<file path="config.mk">
export PLATFORM = sky130hd
export DESIGN_NAME = cla_sub_pipe_flat
export DESIGN_NICKNAME = d
export VERILOG_FILES = /design/src/rtl/cla_pkg.sv /design/src/rtl/cla_sub_pipe_if.sv /design/src/rtl/cla_slice.sv /design/src/rtl/cla_sub_pipe.sv /design/src/flat_wrapper.sv
export SDC_FILE = /design/constraint.sdc
export NUM_CORES = 1
export LEC_CHECK = 0
export CAP_MARGIN = 25
export CORE_AREA = 5 5 59 61
export DETAILED_ROUTE_END_ITERATION = 10
export DIE_AREA = 0 0 64 66
export GPL_ROUTABILITY_DRIVEN = 0
export PLACE_DENSITY = 0.75
export SETUP_SLACK_MARGIN = 0.2
export SYNTH_ARGS = -nofsm -noshare
export SYNTH_HDL_FRONTEND = slang
export SYNTH_SLANG_ARGS = --single-unit
export TNS_END_PERCENT = 100
</file>
<file path="constraint.sdc">
create_clock -name clk -period 2.2 [get_ports clk]
set_input_delay 0.66 -clock clk [delete_from_list [all_inputs] [get_ports clk]]
set_output_delay 0.66 -clock clk [all_outputs]
set_load 0.02 [all_outputs]
</file>
<file path="src/rtl/cla_pkg.sv">
// Shared constants and types for the pipelined CLA subtractor.
package cla_pkg;

  localparam int CLA_WIDTH  = 8;
  localparam int CLA_SLICE  = 4;
  localparam int CLA_HALF   = CLA_WIDTH / 2;
  localparam int CLA_NSLICE = CLA_HALF / CLA_SLICE;

  typedef logic [CLA_SLICE-1:0] slice_t;

  typedef struct packed {
    logic p;
    logic g;
  } pg_t;

endpackage

</file>
<file path="src/rtl/cla_sub_pipe_if.sv">
// Valid/ready operand and result bus of the pipelined CLA subtractor.
interface cla_sub_pipe_if #(parameter int WIDTH = cla_pkg::CLA_WIDTH);

  logic             in_valid;
  logic             in_ready;
  logic [WIDTH-1:0] A;
  logic [WIDTH-1:0] B;
  logic             Bin;
  logic             out_valid;
  logic             out_ready;
  logic [WIDTH-1:0] D;
  logic             Bout;
  logic             Zero;

  modport master (
    output in_valid, A, B, Bin, out_ready,
    input  in_ready, out_valid, D, Bout, Zero
  );

  modport slave (
    input  in_valid, A, B, Bin, out_ready,
    output in_ready, out_valid, D, Bout, Zero
  );

endinterface

</file>
<file path="src/rtl/cla_slice.sv">
// SLICE-bit combinational carry-lookahead adder with group propagate/generate.
module cla_slice
  import cla_pkg::*;
#(
  parameter int SLICE = CLA_SLICE
) (
  input  logic [SLICE-1:0] a,
  input  logic [SLICE-1:0] b,
  input  logic             cin,
  output logic [SLICE-1:0] s,
  output pg_t              pg
);

  logic [SLICE-1:0] p_s;
  logic [SLICE-1:0] g_s;
  logic [SLICE-1:0] c_s;
  logic             term_s;
  logic             gterm_s;
  logic             gg_s;

  assign p_s = a ^ b;
  assign g_s = a & b;

  // Each bit carry as a flat sum of products: cin & P[i-1:0] | G_j & P[i-1:j+1].
  always_comb begin
    c_s    = {SLICE{1'b0}};
    term_s = 1'b0;
    for (int i = 0; i < SLICE; i++) begin
      term_s = cin;
      for (int j = 0; j < i; j++) term_s = term_s & p_s[j];
      c_s[i] = term_s;
      for (int j = 0; j < i; j++) begin
        term_s = g_s[j];
        for (int k = j + 1; k < i; k++) term_s = term_s & p_s[k];
        c_s[i] = c_s[i] | term_s;
      end
    end
  end

  assign s = p_s ^ c_s;

  // Group terms depend on a/b only, keeping the inter-slice chain loop-free.
  always_comb begin
    gg_s    = 1'b0;
    gterm_s = 1'b0;
    for (int j = 0; j < SLICE; j++) begin
      gterm_s = g_s[j];
      for (int k = j + 1; k < SLICE; k++) gterm_s = gterm_s & p_s[k];
      gg_s = gg_s | gterm_s;
    end
    pg.p = &p_s;
    pg.g = gg_s;
  end

endmodule

</file>
<file path="src/rtl/cla_sub_pipe.sv">
// Two-stage pipelined subtractor D = A - B - Bin as A + ~B + ~Bin on CLA slices.
// Optional CLA_SUB_SAT_EN: clamp D to zero (Zero=1) whenever a borrow occurs.
module cla_sub_pipe
  import cla_pkg::*;
#(
  parameter int WIDTH = CLA_WIDTH,
  parameter int SLICE = CLA_SLICE
) (
  input  logic           clk,
  input  logic           rst_n,
  cla_sub_pipe_if.slave  bus
);

  localparam int HALF   = WIDTH / 2;
  localparam int NSLICE = HALF / SLICE;

  logic              s1_valid_r;
  logic [HALF-1:0]   s1_lo_r;
  logic              s1_cmid_r;
  logic [HALF-1:0]   s1_a_hi_r;
  logic [HALF-1:0]   s1_nb_hi_r;
  logic              s2_valid_r;
  logic [WIDTH-1:0]  d_r;
  logic              bout_r;
  logic              zero_r;

  logic              s2_adv_s;
  logic              s1_adv_s;
  logic [HALF-1:0]   nb_lo_s;
  logic [HALF-1:0]   lo_sum_s;
  logic [HALF-1:0]   hi_sum_s;
  logic [NSLICE:0]   c1_s;
  logic [NSLICE:0]   c2_s;
  pg_t  [NSLICE-1:0] pg1_s;
  pg_t  [NSLICE-1:0] pg2_s;
  logic [WIDTH-1:0]  d_raw_s;
  logic              bout_s;
  logic [WIDTH-1:0]  d_nxt_s;
  logic              zero_nxt_s;

  assign s2_adv_s = !s2_valid_r || bus.out_ready;
  assign s1_adv_s = !s1_valid_r || s2_adv_s;
  assign nb_lo_s  = ~bus.B[HALF-1:0];

  for (genvar k = 0; k < NSLICE; k++) begin : g_lo
    cla_slice #(.SLICE(SLICE)) u_slice (
      .a   (bus.A[k*SLICE +: SLICE]),
      .b   (nb_lo_s[k*SLICE +: SLICE]),
      .cin (c1_s[k]),
      .s   (lo_sum_s[k*SLICE +: SLICE]),
      .pg  (pg1_s[k])
    );
  end

  for (genvar k = 0; k < NSLICE; k++) begin : g_hi
    cla_slice #(.SLICE(SLICE)) u_slice (
      .a   (s1_a_hi_r[k*SLICE +: SLICE]),
      .b   (s1_nb_hi_r[k*SLICE +: SLICE]),
      .cin (c2_s[k]),
      .s   (hi_sum_s[k*SLICE +: SLICE]),
      .pg  (pg2_s[k])
    );
  end

  // Group lookahead chains; the low half starts from the inverted borrow-in.
  always_comb begin
    c1_s    = {(NSLICE+1){1'b0}};
    c2_s    = {(NSLICE+1){1'b0}};
    c1_s[0] = ~bus.Bin;
    c2_s[0] = s1_cmid_r;
    for (int k = 0; k < NSLICE; k++) begin
      c1_s[k+1] = pg1_s[k].g | (pg1_s[k].p & c1_s[k]);
      c2_s[k+1] = pg2_s[k].g | (pg2_s[k].p & c2_s[k]);
    end
  end

  assign d_raw_s = {hi_sum_s, s1_lo_r};
  assign bout_s  = ~c2_s[NSLICE];

  // Stage-2 result mux: modulo wrap, or clamp on borrow in the saturating build.
  always_comb begin
    d_nxt_s    = d_raw_s;
    zero_nxt_s = (d_raw_s == {WIDTH{1'b0}});
`ifdef CLA_SUB_SAT_EN
    if (bout_s) begin
      d_nxt_s    = {WIDTH{1'b0}};
      zero_nxt_s = 1'b1;
    end else begin
      d_nxt_s    = d_raw_s;
      zero_nxt_s = (d_raw_s == {WIDTH{1'b0}});
    end
`endif
  end

  // Stage 1: low-half difference, mid carry and the high-half operands.
  always_ff @(posedge clk or negedge rst_n) begin
    if (!rst_n) begin
      s1_valid_r <= 1'b0;
      s1_lo_r    <= {HALF{1'b0}};
      s1_cmid_r  <= 1'b0;
      s1_a_hi_r  <= {HALF{1'b0}};
      s1_nb_hi_r <= {HALF{1'b0}};
    end else if (s1_adv_s) begin
      s1_valid_r <= bus.in_valid;
      if (bus.in_valid) begin
        s1_lo_r    <= lo_sum_s;
        s1_cmid_r  <= c1_s[NSLICE];
        s1_a_hi_r  <= bus.A[WIDTH-1:HALF];
        s1_nb_hi_r <= ~bus.B[WIDTH-1:HALF];
      end
    end
  end

  // Stage 2: registered result; held while the consumer stalls.
  always_ff @(posedge clk or negedge rst_n) begin
    if (!rst_n) begin
      s2_valid_r <= 1'b0;
      d_r        <= {WIDTH{1'b0}};
      bout_r     <= 1'b0;
      zero_r     <= 1'b0;
    end else if (s2_adv_s) begin
      s2_valid_r <= s1_valid_r;
      if (s1_valid_r) begin
        d_r    <= d_nxt_s;
        bout_r <= bout_s;
        zero_r <= zero_nxt_s;
      end
    end
  end

  assign bus.in_ready  = s1_adv_s;
  assign bus.out_valid = s2_valid_r;
  assign bus.D         = d_r;
  assign bus.Bout      = bout_r;
  assign bus.Zero      = zero_r;

endmodule

</file>
<file path="src/flat_wrapper.sv">
// flat-port wrapper written by rule: the top's interface ports become plain ports
module cla_sub_pipe_flat import cla_pkg::*;
#(
  parameter int WIDTH = CLA_WIDTH,
  parameter int SLICE = CLA_SLICE
)
  (clk, rst_n, bus_in_valid, bus_A, bus_B, bus_Bin, bus_out_ready, bus_in_ready, bus_out_valid, bus_D, bus_Bout, bus_Zero);
  cla_sub_pipe_if #(.WIDTH(WIDTH)) bus_i ();
  input  logic clk;
  input  logic rst_n;
  input wire logic [$bits(bus_i.in_valid)-1:0] bus_in_valid;
  input wire logic [$bits(bus_i.A)-1:0] bus_A;
  input wire logic [$bits(bus_i.B)-1:0] bus_B;
  input wire logic [$bits(bus_i.Bin)-1:0] bus_Bin;
  input wire logic [$bits(bus_i.out_ready)-1:0] bus_out_ready;
  output wire logic [$bits(bus_i.in_ready)-1:0] bus_in_ready;
  output wire logic [$bits(bus_i.out_valid)-1:0] bus_out_valid;
  output wire logic [$bits(bus_i.D)-1:0] bus_D;
  output wire logic [$bits(bus_i.Bout)-1:0] bus_Bout;
  output wire logic [$bits(bus_i.Zero)-1:0] bus_Zero;
  assign bus_i.in_valid = bus_in_valid;
  assign bus_i.A = bus_A;
  assign bus_i.B = bus_B;
  assign bus_i.Bin = bus_Bin;
  assign bus_i.out_ready = bus_out_ready;
  assign bus_in_ready = bus_i.in_ready;
  assign bus_out_valid = bus_i.out_valid;
  assign bus_D = bus_i.D;
  assign bus_Bout = bus_i.Bout;
  assign bus_Zero = bus_i.Zero;
  cla_sub_pipe #(.WIDTH(WIDTH), .SLICE(SLICE)) u_core (.clk(clk), .rst_n(rst_n), .bus(bus_i));
endmodule
</file>
==> results.rst, run 1 <==
.. list-table::
   :header-rows: 1

   * - Metric
     - Value
   * - Detailed Route Iter0 Violations
     - 27
   * - Maximum number of pins on one net before global-route repair
     - 26
   * - Source of the worst hold timing path
     - u_core.s1_nb_hi_r[1]
   * - Critical-path top delay cell
     - sky130_fd_sc_hd__clkdlybuf4s50_1
   * - Relative contribution of sequential cells to total power
     - 0.443
   * - Fmax
     - about 0.51 GHz
   * - Global-route wire length before repair
     - 4.32 mm
   * - Relative max-transition margin
     - 0.764
   * - Cell taking the most area after synthesis
     - sky130_fd_sc_hd__dfrtp_1
   * - Chip height
     - 66 um
   * - FF+latch count, synth
     - 25
   * - Hpwl dp
     - 2.11 mm
   * - Share of synthesized registers carrying an async set or reset
     - 1.00
   * - Port bufs
     - 32
   * - Sequential element share of the synthesized area
     - 0.478
   * - Layout Skew
     - 0.0163 ns
   * - Vias in the first global route
     - 1000
   * - Clock net sink count
     - 25
   * - TritonCTS Buffers
     - 3
   * - WP data arrival
     - 1.30 ns
   * - Post-placement worst setup slack
     - -0.315 ns
   * - Hold Path Stages
     - 2
   * - Max-cap violations
     - 0
   * - Htree depth
     - 1
   * - Maximum fanout encountered on the critical timing path
     - 2
   * - Min setup slack post-route
     - ~0.24 ns
   * - Standard cell area after detailed placement
     - 1700 um2
   * - Clock latency reported for the late side of the worst-skew pair
     - just over 0.3 ns
   * - Final Hold Violating Endpoints
     - 0
   * - Most used flip-flop cell after synthesis
     - sky130_fd_sc_hd__dfrtp_1
   * - Comb pwr share
     - 0.421
   * - FF/Latch Area
     - between 600 and 700 um2
   * - I/O pin cnt
     - 33
   * - Initial antenna violation count
     - 0
   * - Cells taking the most area after synthesis
     - sky130_fd_sc_hd__dfrtp_1, sky130_fd_sc_hd__ha_1, sky130_fd_sc_hd__mux2_1
   * - Launching element type of the critical path
     - register
   * - Cell Rows
     - 20
   * - Yosys top cell area share
     - 0.478
   * - Number of diodes
     - 0
   * - Crit end category
     - primary output
   * - Horizontal extent of the die
     - 64 um
   * - Antenna Nets Post-Route
     - 0
   * - Finished layout cell area
     - 1750 um2
   * - Largest delay share family, worst path
     - buffers and inverters
   * - Library cells used by synthesis
     - 28
   * - Die Area
     - 4220 um2
   * - Average wire per cell in the routed design
     - 13.4 um
   * - First-pass iteration count of the detailed router
     - 2
   * - Sw Ratio
     - 0.339
   * - Initial cell density of the core
     - 0.447
   * - Tightest Pin Transition
     - 0.352 ns
   * - DRC violations left
     - 0
   * - Depth of the worst register-to-register path
     - 6
   * - EDFF count, synth
     - 0
   * - Worst stage delay on the critical path
     - 0.61 ns
   * - Yosys warnings
     - 0
   * - Synthesized instance count
     - approximately 110
   * - Cell Pwr Density
     - 826 nW/um2
   * - Multi-input gate area
     - approximately 640 um2
   * - Post-synthesis area per instance
     - 11.6 um2
   * - Share of total power in the clock network
     - 0.136
   * - Unrepaired setup endpoints after global routing
     - yes
   * - Count of buffer and inverter cells on the critical path
     - 1
   * - Post-synthesis net count
     - 146
   * - RR Endpoint
     - u_core.bus.Zero
   * - Cell-internal power
     - around 0.00095 W
   * - Global-route usage over all layers
     - 0.129
   * - Worst Hold Path EP
     - u_core.s1_nb_hi_r[1]
   * - TritonCTS clock tree
     - done
   * - Static leakage
     - 0.817 nW
   * - Post-synthesis to final-layout area growth
     - 33.4%
   * - Total global routing overflow
     - 0
   * - Post-DR vias/cell
     - around 5.1
   * - Worst ir drop on vdd
     - about 0.6 mV
   * - Number of vias in the routed layout
     - 946
   * - CP Class
     - reg2out
   * - Core Box Area
     - 2930 um2
   * - Cell Area, Synth
     - 1310 um2
   * - Status
     - completed
   * - # fillers
     - 249
   * - Fraction of layout instances using a drive strength above 1
     - 0.110
   * - Worst-case clock buffer depth
     - 2
   * - Clock slew at the register clock pins of the worst setup and hold paths
     - 0.13 ns
   * - Master cell of the clock root buffer
     - sky130_fd_sc_hd__clkbuf_4
   * - Cells along the critical path
     - clkdlybuf4s50_1
   * - Final period demand of the worst path
     - 1.96 ns
   * - Finish-stage setup viols
     - 0
   * - Switching power
     - 0.000490 W
   * - Startpoint of the worst register-to-register path
     - u_core.s1_a_hi_r[0]
   * - Number of max-slew violations in the final report
     - 0
   * - Number of nets in the layout
     - 188
   * - Required time of the critical path
     - 1.54 ns
   * - Tcrit/Tclk final
     - 0.889
   * - Class of the tightest hold or removal check
     - reg2reg
   * - CTS Hold Buffers Added
     - 0
   * - Final wirelength
     - 2.51 mm
   * - Setup slack, reg-to-reg
     - 0.32 ns
sequential cells by signal, summed over array words and instances (netlist names):
name and cells:
u_core.bus.Bout 1, u_core.bus.D 8, u_core.bus.Zero 1, u_core.bus.out_valid 1, u_core.s1_a_hi_r 4, u_core.s1_cmid_r 1, u_core.s1_lo_r 4, u_core.s1_nb_hi_r 4
u_core.s1_valid_r 1
cell families after synthesis:
| family | count (synthesis) | share of synthesized area |
|---|---|---|
| AND/OR/NAND/NOR | 26 | 0.0917 |
| XOR/XNOR | 6 | 0.0401 |
| multiplexers | 11 | 0.0946 |
| AO/OA/AOI/OAI | 23 | 0.135 |
| buffers and inverters | 10 | 0.0353 |
| adder cells (fa/ha/maj) | 12 | 0.126 |
| flip-flops | 25 | 0.478 |
power groups by stage:
stage | Clock (W) | Combinational (W) | Sequential (W)
floorplan | 0 | 0.000270 | 0.000720
global placement | 0 | 0.000593 | 0.000644
detailed placement | 0 | 0.000613 | 0.000653
CTS | 0.000204 | 0.000615 | 0.000642
global route | 0.000219 | 0.000667 | 0.000651
finish | 0.000197 | 0.000607 | 0.000639
area by class of cell:
| class | instances | share of cell area |
|---|---|---|
| well taps | 33 | 0.0236 |
| flip-flops and latches | 25 | 0.358 |
| clock buffers | 4 | 0.0150 |
| inverters | 7 | 0.0150 |
| repair buffers | 40 | 0.222 |
| multi-input cells | 78 | 0.366 |
routing by layer:
metal	vias up	routed length, um	global-route usage
met1	443	1030	0.150
li1	472	-	-
met4	0	46	0.0623
met2	27	1290	0.231
met3	4	135	0.0153
met5	-	0	0
placed cells by master (no fill, tap or decap), types with 3 or more instances in the layout:
cell and instances:
sky130_fd_sc_hd__dlymetal6s2s_1 3, sky130_fd_sc_hd__dfrtp_1 25, sky130_fd_sc_hd__nand2b_1 5, sky130_fd_sc_hd__o21ai_1 7
sky130_fd_sc_hd__mux2_1 9, sky130_fd_sc_hd__clkdlybuf4s50_1 27, sky130_fd_sc_hd__inv_1 7, sky130_fd_sc_hd__o211ai_1 3
sky130_fd_sc_hd__xnor2_1 4, sky130_fd_sc_hd__clkbuf_4 3, sky130_fd_sc_hd__ha_1 9, sky130_fd_sc_hd__buf_4 8
sky130_fd_sc_hd__nand2_1 14
through the flow:
| step | utilization | cells | TNS [ns] | hold WS (ns) | power, W |
|---|---|---|---|---|---|
| floorplan | - | 113 | 0 | 0.364 | 0.000990 |
| global placement | 0.582 | 182 | -0.410 | 0.471 | 0.00124 |
| detailed placement | 0.582 | 182 | -0.595 | 0.484 | 0.00127 |
| CTS | 0.591 | 186 | 0 | 0.514 | 0.00146 |
| global route | 0.597 | 187 | 0 | 0.538 | 0.00154 |
| finish | 0.597 | 187 | 0 | 0.510 | 0.00144 |
worst max path at each step:
| stage | start | endpoint | slack, ns | cells after the start |
|---|---|---|---|---|
| finish | u_core.bus.Zero | bus_Zero | 0.24 | 1 |
| global route | bus_B[0] | u_core.s1_lo_r[3] | 0.18 | 8 |
| CTS | u_core.bus.out_valid | bus_out_valid | 0.21 | 1 |
| detailed placement | bus_out_ready | bus_in_ready | -0.31 | 3 |
| global placement | bus_out_ready | bus_in_ready | -0.30 | 3 |
| floorplan | bus_out_ready | u_core.s1_a_hi_r[1] | 0.44 | 4 |
repair_timing:
item                                    CTS  global route
gates resized for setup                   7             6
gates cloned                              0             0
pin swaps                                 0             6
setup buffers                             0             1
endpoints found under the setup margin    1             7
Yosys cell counts, types with 2 or more instances:
master and instances:
sky130_fd_sc_hd__mux2_1 9, sky130_fd_sc_hd__a21oi_1 2, sky130_fd_sc_hd__nor2_1 2, sky130_fd_sc_hd__a21boi_0 2, sky130_fd_sc_hd__dfrtp_1 25, sky130_fd_sc_hd__buf_4 2, sky130_fd_sc_hd__nand2_1 14, sky130_fd_sc_hd__ha_1 10
sky130_fd_sc_hd__o21ai_1 6, sky130_fd_sc_hd__inv_1 7, sky130_fd_sc_hd__fa_1 2, sky130_fd_sc_hd__xor2_1 2, sky130_fd_sc_hd__nor3_1 2, sky130_fd_sc_hd__mux2_2 2, sky130_fd_sc_hd__a21o_1 2, sky130_fd_sc_hd__nand2b_1 5
sky130_fd_sc_hd__xnor2_1 4, sky130_fd_sc_hd__o211ai_1 3, sky130_fd_sc_hd__o21ai_0 3
Power figures use the tool's default switching activity.
==> run 2: changes to the inputs <==
CORE_AREA = 2 2 56 58   (was 5 5 59 61)
DIE_AREA = 0 0 58 60   (was 0 0 64 66)
==> run 2 against run 1 <==
Sequential share of layout area down 0.30 points. Hold slack worse by 0.013 ns. Sequential power down 0.9%. Worst setup slack better by 0.023 ns. Highest routed layer unchanged. Flip-flop and latch count unchanged. Clock power about the same. Die area down 18%.
==> results.rst, run 2 (synthesized netlist as in run 1, its figures left out) <==
.. list-table::
   :header-rows: 1

   * - Metric
     - Value
   * - Max-cap violations
     - 0 (unchanged)
   * - Class of the tightest hold or removal check
     - reg2reg
   * - Cells along the critical path
     - clkdlybuf4s50_1
   * - Initial antenna violation count
     - 0 (unchanged)
   * - Unrepaired setup endpoints after global routing
     - no
   * - Cell Rows
     - 20 (unchanged)
   * - Final wirelength
     - 2.29 mm (-8.7%)
   * - Post-DR vias/cell
     - 5.03 (-0.53%)
   * - Most common cell after layout, fill and taps aside
     - sky130_fd_sc_hd__dfrtp_1
   * - Launching element type of the critical path
     - register
   * - CP Class
     - reg2out
   * - Filler-free cell count of the finished design
     - 186 (-0.53%)
   * - Leading cell types in the layout, fill and taps excluded
     - sky130_fd_sc_hd__dfrtp_1, sky130_fd_sc_hd__clkdlybuf4s50_1, sky130_fd_sc_hd__nand2_1
   * - Endpoint of the worst setup timing path
     - bus_D[2]
   * - Fraction of layout instances using a drive strength above 1
     - 0.111 (+0.000722)
   * - Hpwl dp
     - 1.86 mm (-12%)
   * - Startpoint of the worst register-to-register path
     - u_core.s1_a_hi_r[0]
   * - Number of vias in the routed layout
     - 936 (-1.1%)
   * - Htree depth
     - 1 (unchanged)
   * - Static leakage
     - 0.856 nW (+4.7%)
   * - Status
     - completed
   * - Tightest Pin Transition
     - 0.340 ns (-0.0125 ns)
   * - Cell Pwr Density
     - 809 nW/um2 (-2.1%)
   * - Tightest hold margin
     - 0.497 ns (-0.0127 ns)
   * - Relative max-transition margin
     - 0.773 (+0.00835)
   * - Depth of the worst register-to-register path
     - 6 (unchanged)
   * - TritonCTS Buffers
     - 3 (unchanged)
   * - Largest delay share family, worst path
     - buffers and inverters
   * - TritonCTS clock tree
     - done
   * - Required time of the critical path
     - 1.54 ns (about the same)
   * - Fmax
     - 0.517 GHz (+1.2%)
   * - Die Area
     - 3480 um2 (-18%)
   * - Number of diodes
     - 0 (unchanged)
   * - Initial cell density of the core
     - 0.451 (+0.00386)
   * - Post-synthesis to final-layout area growth
     - 34.6%
   * - Total global routing overflow
     - 0 (unchanged)
   * - Clock latency reported for the late side of the worst-skew pair
     - 0.31 ns (about the same)
   * - Core Box Area
     - 2900 um2 (-0.85%)
   * - Number of nets in the layout
     - 187 (-0.53%)
   * - Setup slack, reg-to-reg
     - 0.39 ns (+0.07 ns)
   * - CTS Hold Buffers Added
     - 0 (unchanged)
   * - Worst stage delay on the critical path
     - 0.60 ns (about the same)
   * - Clock slew at the register clock pins of the worst setup and hold paths
     - 0.12 ns (about the same)
   * - Clock net sink count
     - 25 (unchanged)
   * - Critical-path top delay cell
     - sky130_fd_sc_hd__clkdlybuf4s50_1
   * - Average wire per cell in the routed design
     - 12.3 um (-8.2%)
   * - Global-route wire length before repair
     - 4.15 mm (-4.0%)
   * - Final Hold Violating Endpoints
     - 0 (unchanged)
   * - Count of buffer and inverter cells on the critical path
     - 1 (unchanged)
   * - Maximum number of pins on one net before global-route repair
     - 26 (unchanged)
   * - Worst-case clock buffer depth
     - 2 (unchanged)
   * - Chip height
     - 60 um (-9.1%)
   * - Number of max-slew violations in the final report
     - 0 (unchanged)
   * - DRC violations left
     - 0 (unchanged)
   * - WP data arrival
     - 1.27 ns (-0.03 ns)
   * - Vias in the first global route
     - 954 (-4.6%)
   * - Port bufs
     - 32 (unchanged)
   * - Layout Skew
     - 0.00505 ns (-0.0113 ns)
   * - Horizontal extent of the die
     - 58 um (-9.4%)
   * - Design Power
     - 0.00143 W (-1.3%)
   * - Standard cell area after detailed placement
     - 1700 um2 (-0.44%)
   * - RR Endpoint
     - u_core.bus.Zero
   * - Maximum fanout encountered on the critical timing path
     - 2 (unchanged)
   * - First-pass iteration count of the detailed router
     - 4 (+2)
   * - Tcrit/Tclk final
     - 0.879 (-0.0103)
   * - Crit end category
     - primary output
   * - Post-Place Cells
     - 181 (-0.55%)
   * - Worst ir drop on vdd
     - 0.503 mV (-17%)
   * - Antenna Nets Post-Route
     - 0 (unchanged)
   * - I/O pin cnt
     - 33 (unchanged)
   * - Critical path origin
     - u_core.bus.D[2]
   * - Detailed Route Iter0 Violations
     - 9 (-67%)
   * - Finished layout cell area
     - 1760 um2 (+0.86%)
   * - Master cell of the clock root buffer
     - sky130_fd_sc_hd__clkbuf_4
   * - Number of cells on the critical path
     - 1 (unchanged)
   * - Global-route usage over all layers
     - 0.156 (+0.0273)
   * - Post-layout util
     - 0.607 (+0.0103)
   * - Largest register FFs
     - 8 (unchanged)
   * - Final period demand of the worst path
     - 1.93 ns (-0.0227 ns)
   * - Finish-stage setup viols
     - 0 (unchanged)
run 2: layout make-up:
class / count / area (um2)
Inverter: 7 / 26.3
Sequential cell: 25 / 626
Tap cell: 33 / 41.3
Clock buffer: 4 / 26.3
Fill cell: 250 / 1140
Timing Repair Buffer: 39 / 390
Multi-Input combinational cell: 78 / 653
run 2: what timing repair did:
action,CTS,global route
pin swaps,0,4
cloned,0,0
hold endpoints to repair,0,0
gates resized for setup,7,9
setup buffers,1,0
setup endpoints to repair,1,10
run 2: where the power goes:
| part | internal, W | total [W] | switching, W | leakage [nW] |
|---|---|---|---|---|
| Clock | 0.0000707 | 0.000198 | 0.000127 | 0.0150 |
| Combinational | 0.000307 | 0.000594 | 0.000287 | 0.543 |
| Sequential | 0.000568 | 0.000633 | 0.0000653 | 0.298 |
run 2: how the worst min path moves through the flow:
stage | start | end | slack (ns) | depth (start not counted)
2_1_floorplan | rst_n | u_core.bus.Bout | 0.36 | 0
6_report | u_core.bus.Zero | u_core.bus.Zero | 0.50 | 2
5_1_grt | u_core.bus.Zero | u_core.bus.Zero | 0.52 | 2
3_5_place_dp | u_core.bus.Zero | u_core.bus.Zero | 0.47 | 2
4_1_cts | u_core.bus.Zero | u_core.bus.Zero | 0.50 | 2
3_3_place_gp | u_core.s1_nb_hi_r[1] | u_core.s1_nb_hi_r[1] | 0.47 | 2
run 2: per-layer routing:
metal | vias up | GRT usage | wire length [um]
met4 | 0 | 0.0698 | 27
met1 | 437 | 0.184 | 960
met5 | - | 0 | 0
met3 | 2 | 0.0238 | 118
met2 | 26 | 0.279 | 1180
li1 | 471 | - | -
run 2: stage by stage:
step	setup WS (ns)	TNS, ns
2_1_floorplan	0.440	0
4_1_cts	0.207	0
5_1_grt	0.201	0
6_report	0.266	0
3_3_place_gp	-0.299	-0.418
3_5_place_dp	-0.329	-0.521
run 2: worst register-to-register path, stage by stage, from the launching register on:
cell and delay, ns:
sky130_fd_sc_hd__dfrtp_1 0.43, sky130_fd_sc_hd__ha_1 0.33, sky130_fd_sc_hd__ha_1 0.23, sky130_fd_sc_hd__o211ai_1 0.16, sky130_fd_sc_hd__nand2_1 0.08, sky130_fd_sc_hd__xor2_1 0.17, sky130_fd_sc_hd__o41ai_2 0.32
==> run 3: changes to the inputs <==
CORE_AREA = 2 2 57 59   (was 2 2 56 58)
DIE_AREA = 0 0 59 61   (was 0 0 58 60)
PLACE_DENSITY = 0.76   (was 0.75)
SYNTH_HIERARCHICAL = 1   (was not set)
==> run 3 against run 2 <==
First-iteration DRC count rose to 3.3 times the previous value. Fmax decreased by 0.78%. Core utilization is 2.1 points higher. Synthesized area increased by 5.8%. Hold slack better by 0.0066 ns. Power grew 11%. Worst setup slack worse by 0.015 ns. Sequential share of layout area is 1.7 points lower.
==> results.rst, run 3 <==
.. list-table::
   :header-rows: 1

   * - Metric
     - Value
   * - Status
     - completed
   * - FF/Latch Area
     - 626 um2 (unchanged)
   * - Fmax
     - 0.513 GHz (-0.78%)
   * - Final Hold Violating Endpoints
     - 0 (unchanged)
   * - Vias in the first global route
     - 951 (-0.31%)
   * - Clock net sink count
     - 25 (unchanged)
   * - Chip height
     - 61 um (+1.7%)
   * - Number of max-slew violations in the final report
     - 0 (unchanged)
   * - DRC violations left
     - 0 (unchanged)
   * - Yosys top cell area share
     - 0.451 (-0.0263)
   * - Post-synth top cells
     - sky130_fd_sc_hd__dfrtp_1, sky130_fd_sc_hd__a21oi_1, sky130_fd_sc_hd__ha_1, sky130_fd_sc_hd__mux2_2, sky130_fd_sc_hd__inv_1
   * - Design Power
     - 0.00158 W (+11%)
   * - Worst stage delay on the critical path
     - 0.61 ns (about the same)
   * - Setup slack, reg-to-reg
     - 0.28 ns (-0.11 ns)
   * - Unrepaired setup endpoints after global routing
     - yes
   * - Post-synthesis net count
     - 143 (-2.1%)
   * - Largest register FFs
     - 8 (unchanged)
   * - Required time of the critical path
     - 1.54 ns (about the same)
   * - CP Class
     - reg2out
   * - Initial antenna violation count
     - 0 (unchanged)
   * - Number of diodes
     - 0 (unchanged)
   * - Share of synthesized registers carrying an async set or reset
     - 1.00 (unchanged)
   * - Relative max-transition margin
     - 0.794 (+0.0212)
   * - Startpoint of the worst register-to-register path
     - u_core/s1_nb_hi_r[0]
   * - Min setup slack post-route
     - 0.251 ns (-0.0152 ns)
   * - Critical path origin
     - u_core/bus.D[4]
   * - Depth of the worst register-to-register path
     - 8 (+2)
   * - Tcrit/Tclk final
     - 0.886 (+0.00692)
   * - Cell Rows
     - 20 (unchanged)
   * - Synthesized instance count
     - 110 (-2.7%)
   * - Post-DR vias/cell
     - 5.07 (+0.75%)
   * - Cell taking the most area after synthesis
     - sky130_fd_sc_hd__dfrtp_1
   * - Clock slew at the register clock pins of the worst setup and hold paths
     - 0.13 ns (about the same)
   * - Yosys warnings
     - 6 (+6)
   * - EDFF count, synth
     - 0 (unchanged)
   * - Class of the tightest hold or removal check
     - reg2reg
   * - Hold Path Stages
     - 1 (-1)
   * - Detailed Route Iter0 Violations
     - 30 (+21)
   * - FF+latch count, synth
     - 25 (unchanged)
   * - Maximum fanout encountered on the critical timing path
     - 2 (unchanged)
   * - Die Area
     - 3600 um2 (+3.4%)
   * - Post-synthesis to final-layout area growth
     - 33.8%
   * - Tightest hold margin
     - 0.504 ns (+0.00660 ns)
   * - Antenna Nets Post-Route
     - 0 (unchanged)
   * - Post-placement worst setup slack
     - -0.336 ns (-0.00706 ns)
   * - Htree depth
     - 1 (unchanged)
   * - Most used flip-flop cell after synthesis
     - sky130_fd_sc_hd__dfrtp_1
   * - Finish-stage setup viols
     - 0 (unchanged)
   * - TritonCTS clock tree
     - done
   * - Cell Area, Synth
     - 1390 um2 (+5.8%)
   * - Layout Skew
     - 0.00347 ns (-0.00159 ns)
   * - Core Box Area
     - 2950 um2 (+1.7%)
   * - Multi-input gate area
     - 733 um2 (+12%)
   * - Launching element type of the critical path
     - register
   * - Tightest Pin Transition
     - 0.309 ns (-0.0310 ns)
   * - Sequential element share of the synthesized area
     - 0.451 (-0.0263)
   * - Crit end category
     - primary output
   * - WP data arrival
     - 1.29 ns (+0.02 ns)
   * - First-pass iteration count of the detailed router
     - 4 (unchanged)
   * - Final period demand of the worst path
     - 1.95 ns (+0.0152 ns)
   * - Global-route wire length before repair
     - 4.22 mm (+1.7%)
   * - RR Endpoint
     - u_core/bus.Zero
   * - Max-cap violations
     - 0 (unchanged)
   * - Source of the worst hold timing path
     - u_core/bus.Zero
   * - Port bufs
     - 32 (unchanged)
   * - Global-route usage over all layers
     - 0.158 (+0.00235)
   * - Critical-path top delay cell
     - sky130_fd_sc_hd__clkdlybuf4s50_1
   * - Leading cell types in the layout, fill and taps excluded
     - sky130_fd_sc_hd__clkdlybuf4s50_1, sky130_fd_sc_hd__dfrtp_1, sky130_fd_sc_hd__mux2_2, sky130_fd_sc_hd__buf_4, sky130_fd_sc_hd__a21oi_1
   * - Master cell of the clock root buffer
     - sky130_fd_sc_hd__clkbuf_4
   * - Filler-free cell count of the finished design
     - 186 (unchanged)
   * - Library cells used by synthesis
     - 26 (-7.1%)
   * - Worst-case clock buffer depth
     - 2 (unchanged)
   * - Post-Place Cells
     - 176 (-2.8%)
   * - Clock latency reported for the late side of the worst-skew pair
     - 0.31 ns (about the same)
   * - # fillers
     - 239 (-4.4%)
   * - Maximum number of pins on one net before global-route repair
     - 26 (unchanged)
   * - Initial cell density of the core
     - 0.469 (+0.0182)
   * - Post-synthesis area per instance
     - 12.6 um2 (+8.7%)
   * - Post-layout util
     - 0.628 (+0.0206)
   * - Horizontal extent of the die
     - 59 um (+1.7%)
   * - Cells along the critical path
     - clkdlybuf4s50_1
   * - Count of buffer and inverter cells on the critical path
     - 1 (unchanged)
   * - Average wire per cell in the routed design
     - 13.3 um (+8.5%)
   * - CTS Hold Buffers Added
     - 0 (unchanged)
   * - Total global routing overflow
     - 0 (unchanged)
   * - Largest delay share family, worst path
     - buffers and inverters
   * - Hpwl dp
     - 1.95 mm (+4.5%)
   * - TritonCTS Buffers
     - 3 (unchanged)
   * - Number of vias in the routed layout
     - 943 (+0.75%)
   * - I/O pin cnt
     - 33 (unchanged)
   * - Most common cell after layout, fill and taps aside
     - sky130_fd_sc_hd__clkdlybuf4s50_1
   * - Final wirelength
     - 2.48 mm (+8.5%)
   * - Number of nets in the layout
     - 187 (unchanged)
   * - Most frequently used cell type in the post-synthesis netlist
     - sky130_fd_sc_hd__dfrtp_1
   * - Fraction of layout instances using a drive strength above 1
     - 0.281 (+0.170)
   * - Worst ir drop on vdd
     - 0.285 mV (-43%)
   * - Worst Hold Path EP
     - u_core/bus.Zero
   * - Static leakage
     - 0.862 nW (+0.78%)
   * - Cells taking the most area after synthesis
     - sky130_fd_sc_hd__dfrtp_1, sky130_fd_sc_hd__ha_1, sky130_fd_sc_hd__mux2_2
   * - Cell Pwr Density
     - 855 nW/um2 (+5.7%)
-- run 3: cell types whose count changed after synthesis, moves of 3 or more --
cell                      before  now
sky130_fd_sc_hd__o21ai_1       6    0
sky130_fd_sc_hd__mux2_4        0    7
sky130_fd_sc_hd__a21oi_1       2   10
sky130_fd_sc_hd__mux2_1        9    0
sky130_fd_sc_hd__nand2_1      14    4
sky130_fd_sc_hd__mux2_2        2   10
sky130_fd_sc_hd__mux2i_1       0    3
-- run 3: power breakdown --
| group | internal, W | total (W) | leakage, nW | switching [W] |
|---|---|---|---|---|
| sequential | 0.000584 | 0.000661 | 0.291 | 0.0000772 |
| combinational | 0.000400 | 0.000725 | 0.557 | 0.000326 |
| clock | 0.0000708 | 0.000199 | 0.0150 | 0.000128 |
-- run 3: repair_timing --
item / CTS / global route
gates resized for setup: 14 / 4
buffers inserted: 5 / 1
endpoints found under the setup margin: 5 / 4
pin swaps: 6 / 3
-- run 3: per-layer routing --
layer  GRT usage  part of all wire  vias up
met5           0                 0        -
met4      0.0974             0.025        0
met3      0.0149             0.036        4
met2       0.267              0.47       24
met1       0.197              0.46      443
li1            -                 -      472
-- run 3: logic make-up after synthesis --
| logic type | count (synthesis) | share of synthesized area |
|---|---|---|
| flip-flops | 25 | 0.451 |
| buffers and inverters | 11 | 0.0469 |
| AND/OR/NAND/NOR | 17 | 0.0848 |
| multiplexers | 20 | 0.179 |
| AO/OA/AOI/OAI | 19 | 0.0812 |
| adder cells (fa/ha/maj) | 12 | 0.119 |
| XOR/XNOR | 6 | 0.0379 |
-- run 3: worst max-delay path by stage --
stage | to | slack (ns) | cells past startpoint
after floorplan | u_core/s1_lo_r[3] | 0.28 | 7
after global placement | bus_in_ready | -0.31 | 3
after detailed placement | bus_in_ready | -0.34 | 3
after CTS | u_core/s1_lo_r[3] | 0.20 | 8
after global routing | u_core/bus.Zero | 0.14 | 8
final | bus_D[4] | 0.25 | 1
-- run 3: area by class of cell --
type | count | share of cell area
clock buffer | 4 | 0.0142
tap | 33 | 0.0223
inverter | 8 | 0.0162
multi-input combinational | 74 | 0.395
timing repair buffer | 42 | 0.215
sequential | 25 | 0.337
-- run 3: per-stage QoR --
| stage | area, um2 | TNS (ns) |
|---|---|---|
| after floorplan | 1390 | 0 |
| after global placement | 1740 | -0.753 |
| after detailed placement | 1740 | -0.902 |
| after CTS | 1830 | 0 |
| after global routing | 1850 | 0 |
| final | 1850 | 0 |
